`config.mk`:
```
export PLATFORM = sky130hd
export DESIGN_NAME = cpu_mem_arbiter
export DESIGN_NICKNAME = d
export VERILOG_FILES = /design/src/rtl/cpu_mem_arbiter_pkg.sv /design/src/rtl/cpu_mem_arbiter_slot.sv /design/src/rtl/cpu_mem_arbiter.sv
export SDC_FILE = /design/constraint.sdc
export NUM_CORES = 1
export LEC_CHECK = 0
export ABC_AREA = 1
export BUFFER_PORTS_ARGS = -buffer_cell sky130_fd_sc_hd__buf_2
export CORE_AREA = 2 2 101 152
export CTS_CLUSTER_DIAMETER = 60
export DETAILED_ROUTE_END_ITERATION = 12
export DIE_AREA = 0 0 103 154
export GPL_TIMING_DRIVEN = 0
export PLACE_DENSITY = 0.79
export SLEW_MARGIN = 20
export SYNTH_ARGS = -nofsm -noshare
export SYNTH_HDL_FRONTEND = slang
export SYNTH_HIERARCHICAL = 1
export SYNTH_SLANG_ARGS = --single-unit
```
`constraint.sdc`:
```
create_clock -name clk -period 1.4 [get_ports clk]
set_input_delay 0.14 -clock clk [delete_from_list [all_inputs] [get_ports clk]]
set_output_delay 0.14 -clock clk [all_outputs]
set_load 0.02 [all_outputs]
```
`src/rtl/cpu_mem_arbiter_pkg.sv`:
```
// Shared types for the CPU memory arbiter: FSM state encoding and access size codes.
package cpu_mem_arbiter_pkg;

   localparam int unsigned DW = 32;

   typedef enum logic [2:0] {
      ST_IDLE   = 3'd0,
      ST_D_ADDR = 3'd1,
      ST_D_DATA = 3'd2,
      ST_I_ADDR = 3'd3,
      ST_I_DATA = 3'd4
   } state_t;

   typedef enum logic [1:0] {
      SIZE_BYTE = 2'd0,
      SIZE_HALF = 2'd1,
      SIZE_WORD = 2'd2
   } size_t;

endpackage

```
`src/rtl/cpu_mem_arbiter_slot.sv`:
```
// One requester's completion state: done flag plus the last returned read word.
module mem_port_slot
   import cpu_mem_arbiter_pkg::*;
(
   input  logic          clk,
   input  logic          rst,
   input  logic          complete_i,
   input  logic          load_i,
   input  logic          clear_i,
   input  logic [DW-1:0] rdata_i,
   output logic          done_o,
   output logic [DW-1:0] rdata_o
);

   logic          done_q, done_d;
   logic [DW-1:0] rdata_q, rdata_d;

   // A completion on the same edge as a clear wins, so a finished access is never lost.
   always_comb begin
      done_d  = done_q;
      rdata_d = rdata_q;
      if (clear_i) begin
         done_d = 1'b0;
      end
      if (complete_i) begin
         done_d = 1'b1;
         if (load_i) begin
            rdata_d = rdata_i;
         end
      end
   end

   always_ff @(posedge clk) begin
      if (rst) begin
         done_q  <= 1'b0;
         rdata_q <= '0;
      end else begin
         done_q  <= done_d;
         rdata_q <= rdata_d;
      end
   end

   assign done_o  = done_q;
   assign rdata_o = rdata_q;

endmodule

```
`src/rtl/cpu_mem_arbiter.sv`:
```
// Arbitrates instruction fetch and data load/store onto one single-outstanding memory bus.
// Handshake: bus_req holds with stable fields until bus_addr_ok; then one bus_data_ok ends it.
module cpu_mem_arbiter
   import cpu_mem_arbiter_pkg::*;
(
   input  logic          clk,
   input  logic          rst,
   input  logic          inst_req,
   input  logic [DW-1:0] inst_addr,
   output logic [DW-1:0] inst_rdata,
   input  logic          data_req,
   input  logic          data_wr,
   input  logic [1:0]    data_size,
   input  logic [DW-1:0] data_addr,
   input  logic [DW-1:0] data_wdata,
   output logic [DW-1:0] data_rdata,
   input  logic          ext_stall,
   input  logic          flush_except,
   output logic          i_stall,
   output logic          d_stall,
   output logic          bus_req,
   output logic          bus_wr,
   output logic [1:0]    bus_size,
   output logic [DW-1:0] bus_addr,
   output logic [DW-1:0] bus_wdata,
   input  logic          bus_addr_ok,
   input  logic          bus_data_ok,
   input  logic [DW-1:0] bus_rdata,
   output logic [2:0]    dbg_state_o
);

   state_t        state_q, state_d;
   logic          discard_q, discard_d;
   logic          wr_q, wr_d;
   logic [1:0]    size_q, size_d;
   logic [DW-1:0] addr_q, addr_d;
   logic [DW-1:0] wdata_q, wdata_d;
   logic          i_done, d_done;
   logic          i_complete, d_complete;
   logic          advance;

   assign i_stall     = inst_req && !i_done;
   assign d_stall     = data_req && !d_done;
   assign advance     = !i_stall && !d_stall && !ext_stall;
   assign dbg_state_o = state_q;

   // Request fields are captured at issue so the bus stays stable even if the requester moves on.
   always_comb begin
      state_d    = state_q;
      discard_d  = discard_q;
      wr_d       = wr_q;
      size_d     = size_q;
      addr_d     = addr_q;
      wdata_d    = wdata_q;
      bus_req    = 1'b0;
      i_complete = 1'b0;
      d_complete = 1'b0;
      case (state_q)
         ST_IDLE: begin
            if (data_req && !d_done) begin
               state_d = ST_D_ADDR;
               wr_d    = data_wr;
               size_d  = data_size;
               addr_d  = data_addr;
               wdata_d = data_wdata;
            end else if (inst_req && !i_done) begin
               state_d = ST_I_ADDR;
               wr_d    = 1'b0;
               size_d  = SIZE_WORD;
               addr_d  = inst_addr;
               wdata_d = '0;
            end
         end
         ST_D_ADDR: begin
            bus_req = 1'b1;
            if (bus_addr_ok) state_d = ST_D_DATA;
         end
         ST_D_DATA: begin
            if (bus_data_ok) begin
               d_complete = 1'b1;
               state_d    = ST_IDLE;
            end
         end
         ST_I_ADDR: begin
            bus_req = 1'b1;
            if (flush_except) discard_d = 1'b1;
            if (bus_addr_ok) state_d = ST_I_DATA;
         end
         ST_I_DATA: begin
            if (bus_data_ok) begin
               // A flush landing on the completion cycle still drops the fetched word.
               i_complete = !(discard_q || flush_except);
               discard_d  = 1'b0;
               state_d    = ST_IDLE;
            end else if (flush_except) begin
               discard_d = 1'b1;
            end
         end
         default: state_d = ST_IDLE;
      endcase
   end

   always_ff @(posedge clk) begin
      if (rst) begin
         state_q   <= ST_IDLE;
         discard_q <= 1'b0;
         wr_q      <= 1'b0;
         size_q    <= '0;
         addr_q    <= '0;
         wdata_q   <= '0;
      end else begin
         state_q   <= state_d;
         discard_q <= discard_d;
         wr_q      <= wr_d;
         size_q    <= size_d;
         addr_q    <= addr_d;
         wdata_q   <= wdata_d;
      end
   end

   assign bus_wr    = bus_req ? wr_q : 1'b0;
   assign bus_size  = bus_req ? size_q : 2'd0;
   assign bus_addr  = bus_req ? addr_q : '0;
   assign bus_wdata = bus_req ? wdata_q : '0;

   mem_port_slot u_inst_slot (
      .clk        (clk),
      .rst        (rst),
      .complete_i (i_complete),
      .load_i     (1'b1),
      .clear_i    (advance || (state_q == ST_IDLE && flush_except)),
      .rdata_i    (bus_rdata),
      .done_o     (i_done),
      .rdata_o    (inst_rdata)
   );

   mem_port_slot u_data_slot (
      .clk        (clk),
      .rst        (rst),
      .complete_i (d_complete),
      .load_i     (!wr_q),
      .clear_i    (advance),
      .rdata_i    (bus_rdata),
      .done_o     (d_done),
      .rdata_o    (data_rdata)
   );

endmodule

```
After elaboration in Yosys (flattened, before gate mapping) --
Cells that the tools add are included.
Cells by class: eq/ne operators 8, multiplexer cells 30, bitwise logic cells 1, reductions and logical operators 23
Operators by type and width (count):
- 32-bit two-way mux | 6
- 3-bit two-way mux | 5
- 1-bit two-way mux | 14
- 3-bit case mux with 4 select lines | 1
- 2-bit nonzero test | 4
- 3-bit by 2-bit equality test with 1-bit output, second input constant | 2
- 1-bit logical NOT | 6
- 2-bit two-way mux | 3
- 1-bit logical AND | 5
- 2-bit inequality test, second input constant | 2
- 2-bit AND reduction | 2
- 4-bit AND reduction | 1
- 2-bit OR reduction | 2
- 3-bit by 1-bit equality test with 1-bit output, second input constant | 1
- 3-bit equality test, second input constant | 1
- 3-bit logical NOT | 1
- 3-bit inequality test, second input constant | 1
- 1-bit logical OR | 2
- 2-bit by 1-bit inequality test with 1-bit output, second input constant | 1
- 1-bit case mux with 2 select lines | 1
- 1-bit inverter | 1
Storage, ports and cells: register bits 137, word-level logic and storage cells 72

Depth between registers and ports, before layout --
Gate-level depths: netlist (run 1).
depth in word-level cells 8, depth in mapped cells 8

Modules after synthesis --
Netlist (run 1), hierarchy kept.
Modules (own cells, without submodules):
- cpu_mem_arbiter | instances 1, cells each 552, area each 3482.1 µm²
- mem_port_slot | instances 2, cells each 207, area each 1355.0 µm²

Worst setup path after synthesis (run 1) --
Ideal clock, no wire load.
kind flip-flop to output port, start register state_q[0], in the netlist dbg_state_o[0], end output port bus_wdata[22], arrival 1.345 ns, required time 1.260 ns, path slack -0.085 ns, cell stages (with the launch flop) 5, path buffers 2, cell sequence dfxtp_1 nand2_1 buf_2 buf_2 nor2_1
On the way: word-level cells in the longest chain between the ends 4, elaborated cells between the ends (all ways) 5, classes of those cells eq/ne (2); mux (2); reduce/logical (1)
Ends and longest elaborated chain:
- start, declared | line cpu_mem_arbiter.sv:32 | state_t state_q, state_d;
- start signal, assigned | line cpu_mem_arbiter.sv:112 | state_q <= state_d;
- 3-bit by 2-bit equality test with 1-bit output / 3-bit by 1-bit equality test with 1-bit output (equally long branches) | line cpu_mem_arbiter.sv:58 | case (state_q)
- 2-bit OR reduction (no line) *
- 1-bit two-way mux * | line cpu_mem_arbiter.sv:58
- 32-bit two-way mux * | line cpu_mem_arbiter.sv:124 | assign bus_wdata = bus_req ? wdata_q : '0;
- end, declared | line cpu_mem_arbiter.sv:25 | output logic [DW-1:0] bus_wdata,
Mark *: on every way between the ends. The rest lies on a longest branch, timed or not.

Worst setup path after layout (run 1) --
start register state_q[2], in the netlist dbg_state_o[2], end output port bus_wdata[18]
Same word-level chain as after synthesis.

==> results.yml, run 1 <==
timing:
  maxSlewHeadroom: 0.5559
  whs_ns: 0.02172
  setup_viol: 154
  period_needed_ns: 1.635
  finalHoldViolCount: 0
  rsz0062_at_grt: "true"
  fin_ws_ns: -0.2351
  max_freq_mhz: 611.6
  fin_crit_sh: 1.168
  tightest_slew_ns: 0.6661
  maxSlewViolCount: 0
  skew_ns: 0.007787
synth:
  synth_top_family_by_area: "simple AND/OR/NAND/NOR gates"
  synth_top_cell_by_area: "dfxtp_1"
  yosys_warnings: 6
  muxShareOfSynthArea: 0
  synth-compound-area-share: 0.08850
  ys_ff_latch: 137
  syn_area_sq_um: 6192
  synth_adder_area_share: 0
  syn_nets: 1105
  ys_types: 21
  synthTopCellsByArea: "dfxtp_1 44%, nand2_1 18%, nor2_1 13%, inv_1 8.7%, a21oi_1 5.8%"
  syn_avg_cell_area_sq_um: 6.410
  synth_top_cell_area_share: 0.4429
  syn_inst: 966
  synth-xor-area-share: 0
  ys_seq_area_frac: 0.4429
  synth-simple-area-share: 0.3267
finish:
  layout_commonest_cell: "nand2_1"
  fin_util: 0.7414
  finalNetCount: 1518
  n_fill_cell: 1013
  drive_gt1_frac: 0.3843
  layout_common_cells: "283 x nand2_1, 215 x buf_2, 151 x nor2_1, 139 x inv_1, 133 x dfxtp_1"
  finalNonFillerCells: 1589
  areaGrowthSynthToFinish_pct: 73.13
drt:
  highest_layer: "met4"
  viasPerCell: 4.813
  route.vias.total: 7648
  drt-pass1-iter-count: 5
  wl_met2_mm: 13.48
  wl_mm: 25.33
  ant_nets: 0
  drc_errors: 0
  wl_met3_mm: 1.627
  drtIter0Drc: 479
  wire_per_inst_um: 15.94
  met1_length_mm: 8.929
pwr:
  vdd_drop_max_mv: 1.296
  p_clk_frac: 0.250
  switching_share: 0.3974
  internal_power_uw: 11190
  pwr-share-comb: 0.463
  p_seq_frac: 0.288
  powerDensity_nw_per_um2: 1733
  leakage_uw: 0.005437
  p_total_uw: 18570
  power_switching_uw: 7380
die:
  die_area_sq_um: 15860
  start_util: 0.4283
  die_h_um: 154
  die_w_um: 103
  placementRows: 54
  ios: 276
  core_area_sq_um: 14460
global_route:
  antenna_found_initial: 1
  grt_pass1_wl_mm: 34.62
  grt_max_degree: 17
  grt_overflow: 0
  track_usage: 0.2777
  grt_pass1_vias: 7478
critical_path:
  cp.arrival_ns: 1.50
  r2r_cells: 8
  reg2reg_to: "wdata_q[2]$_SDFFE_PP0P_"
  crit_start: "dbg_state_o[2]$_SDFFE_PP0P_"
  r2r_start: "dbg_state_o[1]$_SDFFE_PP0P_"
  crit_path_start_kind: "flop"
  cp-endpoint: "bus_wdata[18]"
  crit_path_end_kind: "output port"
  r2r_slack_ns: -0.17
  critPathKind: "flop to output port"
  critical_path_required_ns: 1.26
  cp_max_fo: 10
cts:
  clock-sinks: 137
  cts_buffer_depth: 2
  clk_pin_slew_ns: 0.06
  cts_tree: "yes"
  cts-root-buf: "clkbuf_16"
  h-tree-depth: 4
  cts_buffers: 17
  clk_latency_ns: 0.41
placed_design:
  hpwl_mm: 13.83
  dpl_worst_slack_ns: -0.2662
  io_buffers: 275
  gp_congestion: 0.8522
  dp_cells: 1437
outcome:
  outcome: "complete, but fails checks"
  violations: "negative setup slack"
min_path:
  hold_path.class: "primary input to flop"
run:
  cap_violations: 0
[kinds of logic (layout without fill, tap and decap cells)]
| family | count (synthesis) | in the layout |
|---|---|---|
| compound gates | 108 | 108 |
| buf+inv | 196 | 617 |
| flops | 137 | 137 |
| other cells | 1 | 2 |
| simple gates | 524 | 529 |
[worst min-delay path by stage]
stage	startpoint	endpoint	cells past startpoint
after global routing	data_size[1]	size_q[1]$_SDFFE_PP0P_	3
after global placement	rst	u_inst_slot/done_o$_SDFFE_PP0P_	2
after detailed placement	bus_rdata[26]	u_data_slot/rdata_o[26]$_SDFFE_PP0P_	3
after floorplan	rst	u_data_slot/done_o$_SDFFE_PP0P_	1
after CTS	data_size[1]	size_q[1]$_SDFFE_PP0P_	3
final	data_size[1]	size_q[1]$_SDFFE_PP0P_	3
[worst max-delay path, stage by stage (launching register included)]
cell and delay, ns:
dfxtp_4 0.36, inv_6 0.07, nand2_8 0.07, buf_12 0.15, buf_12 0.15, nor2_2 0.12, buf_4 0.16
[what timing repair did]
item,4_1_cts,5_1_grt
setup endpoints to repair,197,200
gates cloned,9,11
pin swaps,5,36
hold endpoints to repair,99,0
hold buffers,68,0
gates resized for setup,174,204
buffers inserted,17,14
[per-stage QoR]
step	TNS [ns]	cell area [sq um]
2_1_floorplan	-1.611	6196
5_1_grt	-24.36	10720
4_1_cts	-12.14	9811
6_report	-14.47	10720
3_5_place_dp	-13.45	7818
3_3_place_gp	-10.73	7818
[cell usage after synthesis]
| master | instances |
|---|---|
| a211oi_2 | 1 |
| a21oi_1 | 72 |
| buf_2 | 20 |
| buf_4 | 10 |
| buf_6 | 10 |
| clkbuf_1 | 10 |
| clkbuf_2 | 1 |
| conb_1 | 1 |
| dfxtp_1 | 137 |
| inv_1 | 143 |
| inv_2 | 2 |
| nand2_1 | 304 |
| nand2_2 | 1 |
| nand2_4 | 4 |
| nand3_1 | 4 |
| nor2_1 | 207 |
| nor2_4 | 2 |
| nor3_1 | 1 |
| o21ai_0 | 26 |
| o21ai_1 | 9 |
| or2_2 | 1 |
[state kept, by name, indices dropped and copies added (netlist names), 2 cells and up]
signal,count
addr_q,32
dbg_state_o,3
size_q,2
u_data_slot/rdata_o,32
u_inst_slot/rdata_o,32
wdata_q,32
[final cells by class]
cell class | count | area, sq um | share of cell area
sequential | 137 | 2755 | 0.2570
clock buffer | 19 | 432.9 | 0.04038
inverter | 145 | 565.5 | 0.05275
clock inverter | 13 | 168.9 | 0.01576
multi-input combinational | 638 | 3208 | 0.2993
antenna | 1 | 2.502 | 0.0002334
buffer | 51 | 518.0 | 0.04832
tap | 196 | 245.2 | 0.02288
timing repair buffer | 389 | 2824 | 0.2634
[routing by layer]
metal / track usage / up-vias
li1: - / 3690
met1: 0.2789 / 3479
met2: 0.5034 / 374
met3: 0.06864 / 105
met4: 0.1579 / 0
met5: 0 / -
[power by group through the flow]
stage                     Sequential [uW]  Clock, uW  Combinational [uW]
after detailed placement             5340          0                5490
after global routing                 5420       4850                9220
after CTS                            5280       4660                6750
after floorplan                      5620          0                3480
final                                5340       4640                8590
after global placement               5300          0                5410
Power figures use the tool's default switching activity.
==> run 2: changes to the inputs <==
--- a/config.mk
+++ b/config.mk
@@ -13,6 +13,7 @@
 export DIE_AREA = 0 0 103 154
 export GPL_TIMING_DRIVEN = 0
 export PLACE_DENSITY = 0.79
+export SKIP_CTS_REPAIR_TIMING = 1
 export SLEW_MARGIN = 20
 export SYNTH_ARGS = -nofsm -noshare
 export SYNTH_HDL_FRONTEND = slang
==> run 2 against run 1 <==
  * The run ends with negative hold slack, negative setup slack left
  * Clock power hardly changed
  * Routed wire length increased by 2.5%
  * Worst setup slack improved by 0.0018 ns
  * Die area unchanged
  * Core utilization grew 2.8 points
  * Hold slack got worse by 0.036 ns
  * Clock skew increased by 0.0065 ns
  * Largest cell class is now multi-input gates
  * Largest power group unchanged
==> results.yml, run 2 (synthesis results as in run 1) <==
global_route:
  grt_pass1_vias: 6292
  use_met2: 0.4143
  grt_max_degree: 17
  antenna_found_initial: 1
  met3_usage: 0.05455
  grt_pass1_wl_mm: 28.89
  grt.met1_usage: 0.2491
  grt_overflow: 0
  track_usage: 0.2291
  grt-busiest-layer: "met2"
drt:
  wire_per_inst_um: 16.45
  viasPerCell: 4.905
  ant_nets: 0
  wl_mm: 25.96
  drtIter0Drc: 400
  drt-pass1-iter-count: 8
  route.vias.total: 7740
  drc_errors: 0
critical_path:
  cp_cell_sequence: "nand2_8 > buf_12 > buf_12 > nor2_4 > buf_6"
  r2r_cells: 9
  crit_path_frequent_cell: "buf_12"
  reg2reg_to: "u_inst_slot/rdata_o[3]$_SDFFE_PP0P_"
  slowest_delay_ns: 0.42
  critPathKind: "flop to output port"
  r2r_start: "dbg_state_o[0]$_SDFFE_PP0P_"
  r2r_slack_ns: -0.14
  cp_slowest_cell: "dfxtp_4"
  cp_max_fo: 10
  critical_path_required_ns: 1.26
  cp.arrival_ns: 1.49
  worst-path-buf-inv: 3
  cp_top_family: "buffers and inverters"
  crit_path_end_kind: "output port"
  crit_path_start_kind: "flop"
pwr:
  leakage_uw: 0.005664
  vdd_drop_max_mv: 1.102
  powerDensity_nw_per_um2: 1826
cts:
  clk_pin_slew_ns: 0.06
  cts-root-buf: "clkbuf_16"
  cts_buffers: 17
  cts_buffer_depth: 2
  h-tree-depth: 4
  clock-sinks: 137
  clk_latency_ns: 0.42
  cts_tree: "yes"
min_path:
  hp-start: "bus_rdata[14]"
  hold_path.class: "primary input to flop"
  hold_depth: 3
  min_to: "u_data_slot/rdata_o[14]$_SDFFE_PP0P_"
die:
  start_util: 0.4283
  ios: 276
  die_w_um: 103
  core_area_sq_um: 14460
  die_h_um: 154
  die_area_sq_um: 15860
  placementRows: 54
finish:
  finalNetCount: 1507
  layout_commonest_cell: "buf_2"
  drive_gt1_frac: 0.4222
  areaGrowthSynthToFinish_pct: 79.75
  layout_common_cells: "246 x buf_2, 242 x nand2_1, 170 x nor2_1, 140 x inv_1, 133 x dfxtp_1"
  fin_area_sq_um: 11130
timing:
  whs_ns: -0.01452
  max_freq_mhz: 612.3
  fin_ws_ns: -0.2333
  fin_crit_sh: 1.167
  rsz0062_at_grt: "true"
  finalHoldViolCount: 4
  maxSlewHeadroom: 0.4793
  setup_viol: 149
  skew_ns: 0.01424
  tns_ns: -14.52
  period_needed_ns: 1.633
  tightest_slew_ns: 0.7810
  maxSlewViolCount: 0
placed_design:
  place_area_sq_um: 7818
  dpl_worst_slack_ns: -0.2662
  hpwl_mm: 13.83
  gp_congestion: 0.8522
  io_buffers: 275
run:
  cap_violations: 0
outcome:
  violations: "negative hold slack, negative setup slack"
  outcome: "complete, but fails checks"
## run 2: worst max path at each step
stage	from	end	slack [ns]	cells past startpoint
detailed placement	u_data_slot/done_o$_SDFFE_PP0P_	addr_q[31]$_SDFFE_PP0P_	-0.27	7
global placement	u_data_slot/done_o$_SDFFE_PP0P_	addr_q[31]$_SDFFE_PP0P_	-0.24	7
floorplan	dbg_state_o[0]$_SDFFE_PP0P_	bus_wdata[22]	-0.08	4
global route	dbg_state_o[0]$_SDFFE_PP0P_	bus_wdata[12]	-0.26	5
finish	dbg_state_o[0]$_SDFFE_PP0P_	bus_wdata[12]	-0.23	5
CTS	dbg_state_o[2]$_SDFFE_PP0P_	bus_wdata[27]	-0.68	6
## run 2: worst min-delay path, cell delays in order
cell    delay, ns
buf_2        0.10
nor2_2       0.04
nor2_1       0.08
## run 2: final cells by class
cell class              count  area (sq um)
repair buffers            376          2835
fillers                   966          3328
clock buffers              19         432.9
multi-input cells         640          3576
flip-flops and latches    137          2753
clock inverters            13         168.9
plain buffers              51         548.0
inverters                 145         569.3
well taps                 196         245.2
diodes                      1         2.502
## run 2: routing by layer
metal | vias up | wire, um
met2 | 367 | 14200
li1 | 3664 | -
met5 | - | 0
met4 | 0 | 1415
met3 | 108 | 1506
met1 | 3601 | 8843
## run 2: where the power goes
part / leakage (uW) / internal [uW] / switching (uW)
Clock: 0.000281 / 2820 / 1800
Sequential: 0.00112 / 4870 / 573
Combinational: 0.00426 / 4450 / 5810
Total: 0.00566 / 12100 / 8180
## run 2: metrics by stage
| stage | utilization | std cells | total power, uW |
|---|---|---|---|
| 3_5_place_dp | 0.5407 | 1437 | 10830 |
| 6_report | 0.7698 | 1578 | 20330 |
| 2_1_floorplan | - | 966 | 9100 |
| 5_1_grt | 0.7698 | 1578 | 21180 |
| 3_3_place_gp | 0.5407 | 1437 | 10710 |
| 4_1_cts | 0.5823 | 1469 | 15440 |
==> run 3: changes to the inputs <==
==> constraint.sdc (replaced) <==
create_clock -name clk -period 1.5 [get_ports clk]
set_input_delay 0.15 -clock clk [delete_from_list [all_inputs] [get_ports clk]]
set_output_delay 0.15 -clock clk [all_outputs]
set_load 0.02 [all_outputs]
==> run 3 against run 2 <==
  * The flow still finishes with violations (negative hold slack, negative setup slack)
  * Register-to-register slack gained 0.21 ns
  * Die area unchanged
  * Hold slack improved by 0.0030 ns
  * Sequential power down 9.4%
  * Sequential share of layout area increased by 4.9 points
  * Core utilization shrank 13 points
  * Sequential cell count unchanged
  * Final cell count fell by 3.5%
  * Combinational power is 43% lower
  * Routed wire length fell by 24%
  * Power decreased by 27%
  * Critical path depth rose by 1
  * Critical path type unchanged
==> results.yml, run 3 (synthesis results as in run 1) <==
cts:
  cts_buffer_depth: 2
  clk_latency_ns: 0.41
  h-tree-depth: 4
  cts_tree: "yes"
  clock-sinks: 137
  clk_pin_slew_ns: 0.06
  cts-root-buf: "clkbuf_16"
  cts_buffers: 17
pwr:
  powerDensity_nw_per_um2: 1593
  leakage_uw: 0.004940
  power_switching_uw: 5833
  vdd_drop_max_mv: 1.042
  p_total_uw: 14800
  internal_power_uw: 8966
  pwr-share-comb: 0.400
  p_clk_frac: 0.266
  switching_share: 0.3942
  p_seq_frac: 0.334
die:
  start_util: 0.4283
  placementRows: 54
  die_area_sq_um: 15860
  die_w_um: 103
  die_h_um: 154
  core_area_sq_um: 14460
  ios: 276
timing:
  finalHoldViolCount: 13
  rsz0062_at_grt: "true"
  period_needed_ns: 1.613
  fin_ws_ns: -0.1131
  fin_crit_sh: 1.075
  whs_ns: -0.01154
  tns_ns: -3.374
  setup_viol: 60
  max_freq_mhz: 619.9
  maxSlewViolCount: 0
  skew_ns: 0.006754
placed_design:
  gp_congestion: 0.9066
  place_area_sq_um: 7814
  io_buffers: 275
  hpwl_mm: 13.90
  dpl_worst_slack_ns: -0.2503
drt:
  wl_mm: 19.79
  wire_per_inst_um: 13.00
  drc_errors: 0
  drtIter0Drc: 295
  route.vias.total: 6915
  viasPerCell: 4.543
  ant_nets: 0
  drt-pass1-iter-count: 5
critical_path:
  r2r_start: "dbg_state_o[0]$_SDFFE_PP0P_"
  cp_cell_sequence: "inv_6 > nand2_8 > buf_12 > buf_12 > nor2_2 > buf_4"
  crit_path_end_kind: "output port"
  cp.arrival_ns: 1.46
  crit_path_start_kind: "flop"
  crit_start: "dbg_state_o[2]$_SDFFE_PP0P_"
  critical_path_required_ns: 1.35
  cp_top_family: "buffers and inverters"
  cp_max_fo: 10
  reg2reg_to: "u_inst_slot/rdata_o[2]$_SDFFE_PP0P_"
  crit_cells: 6
  cp_slowest_cell: "dfxtp_4"
  slowest_delay_ns: 0.37
  cp-endpoint: "bus_wdata[13]"
  crit_path_frequent_cell: "buf_12"
  r2r_slack_ns: 0.07
  critPathKind: "flop to output port"
  r2r_cells: 7
  worst-path-buf-inv: 4
outcome:
  violations: "negative hold slack, negative setup slack"
  outcome: "complete, but fails checks"
finish:
  finalNetCount: 1450
  layout_common_cells: "303 x nand2_1, 239 x buf_2, 178 x nor2_1, 142 x inv_1, 134 x dfxtp_1"
  fin_area_sq_um: 9288
  layout_commonest_cell: "nand2_1"
  drive_gt1_frac: 0.3089
  areaGrowthSynthToFinish_pct: 49.99
  n_fill_cell: 1328
run:
  cap_violations: 0
global_route:
  grt_pass1_vias: 6305
  grt_max_degree: 17
  grt_overflow: 0
  antenna_found_initial: 2
  track_usage: 0.2339
  grt_pass1_wl_mm: 29.46
min_path:
  hold_path.class: "primary input to flop"
-- run 3: changes by cell type in the layout (fill, tap and decap cells not counted), sizes merged, moves of 3 or more --
cell,before,now
bufinv,3,0
nand2,315,309
buf,347,327
dlygate4sd3,58,40
clkbuf,41,27
inv,146,153
-- run 3: power by group through the flow --
stage | combinational, uW | clock [uW] | sequential (uW)
2_1_floorplan | 3240 | 0 | 5240
3_3_place_gp | 5040 | 0 | 4940
3_5_place_dp | 5110 | 0 | 4970
4_1_cts | 5140 | 4000 | 4900
5_1_grt | 6580 | 4170 | 5030
6_report | 5920 | 3930 | 4940
-- run 3: worst reg2reg max path: cells and delay by family, from the launching register on --
family | cells | cell delay [ns]
buffers and inverters | 1 | 0.21
and+or+nand+nor | 6 | 0.74
DFF | 1 | 0.38
-- run 3: metal layers --
metal | share of wire | track usage | up-vias
met4 | 0.032 | 0.1084 | 0
met3 | 0.069 | 0.05682 | 40
met2 | 0.51 | 0.4069 | 274
met1 | 0.39 | 0.2623 | 3056
li1 | - | - | 3545
met5 | 0 | 0 | -
-- run 3: how the worst min path moves through the flow --
stage | from | to | slack (ns) | cells after the start
CTS | bus_rdata[14] | u_data_slot/rdata_o[14]$_SDFFE_PP0P_ | -0.04 | 3
floorplan | rst | u_data_slot/done_o$_SDFFE_PP0P_ | 0.22 | 1
finish | data_wdata[29] | wdata_q[29]$_SDFFE_PP0P_ | -0.01 | 3
global route | bus_rdata[31] | u_inst_slot/rdata_o[31]$_SDFFE_PP0P_ | 0.001 | 3
global placement | bus_rdata[9] | u_inst_slot/rdata_o[9]$_SDFFE_PP0P_ | 0.39 | 3
detailed placement | bus_rdata[14] | u_data_slot/rdata_o[14]$_SDFFE_PP0P_ | 0.39 | 3
-- run 3: area by class of cell --
class | count | area [sq um] | area share
Sequential cell | 137 | 2751 | 0.2962
Multi-Input combinational cell | 633 | 2714 | 0.2922
Timing Repair Buffer | 326 | 2064 | 0.2223
Inverter | 145 | 551.8 | 0.05941
Clock buffer | 17 | 425.4 | 0.04580
Buffer | 51 | 401.6 | 0.04324
Tap cell | 196 | 245.2 | 0.02640
Clock inverter | 15 | 128.9 | 0.01388
Antenna cell | 2 | 5.005 | 0.0005389
-- run 3: per-stage QoR --
stage          instances    util  hold WS, ns
4_1_cts             1469  0.5787     -0.04036
3_5_place_dp        1437  0.5404       0.3942
5_1_grt             1522  0.6424     0.001483
6_report            1522  0.6424     -0.01154
2_1_floorplan        966       -       0.2224
3_3_place_gp        1437  0.5404       0.3893
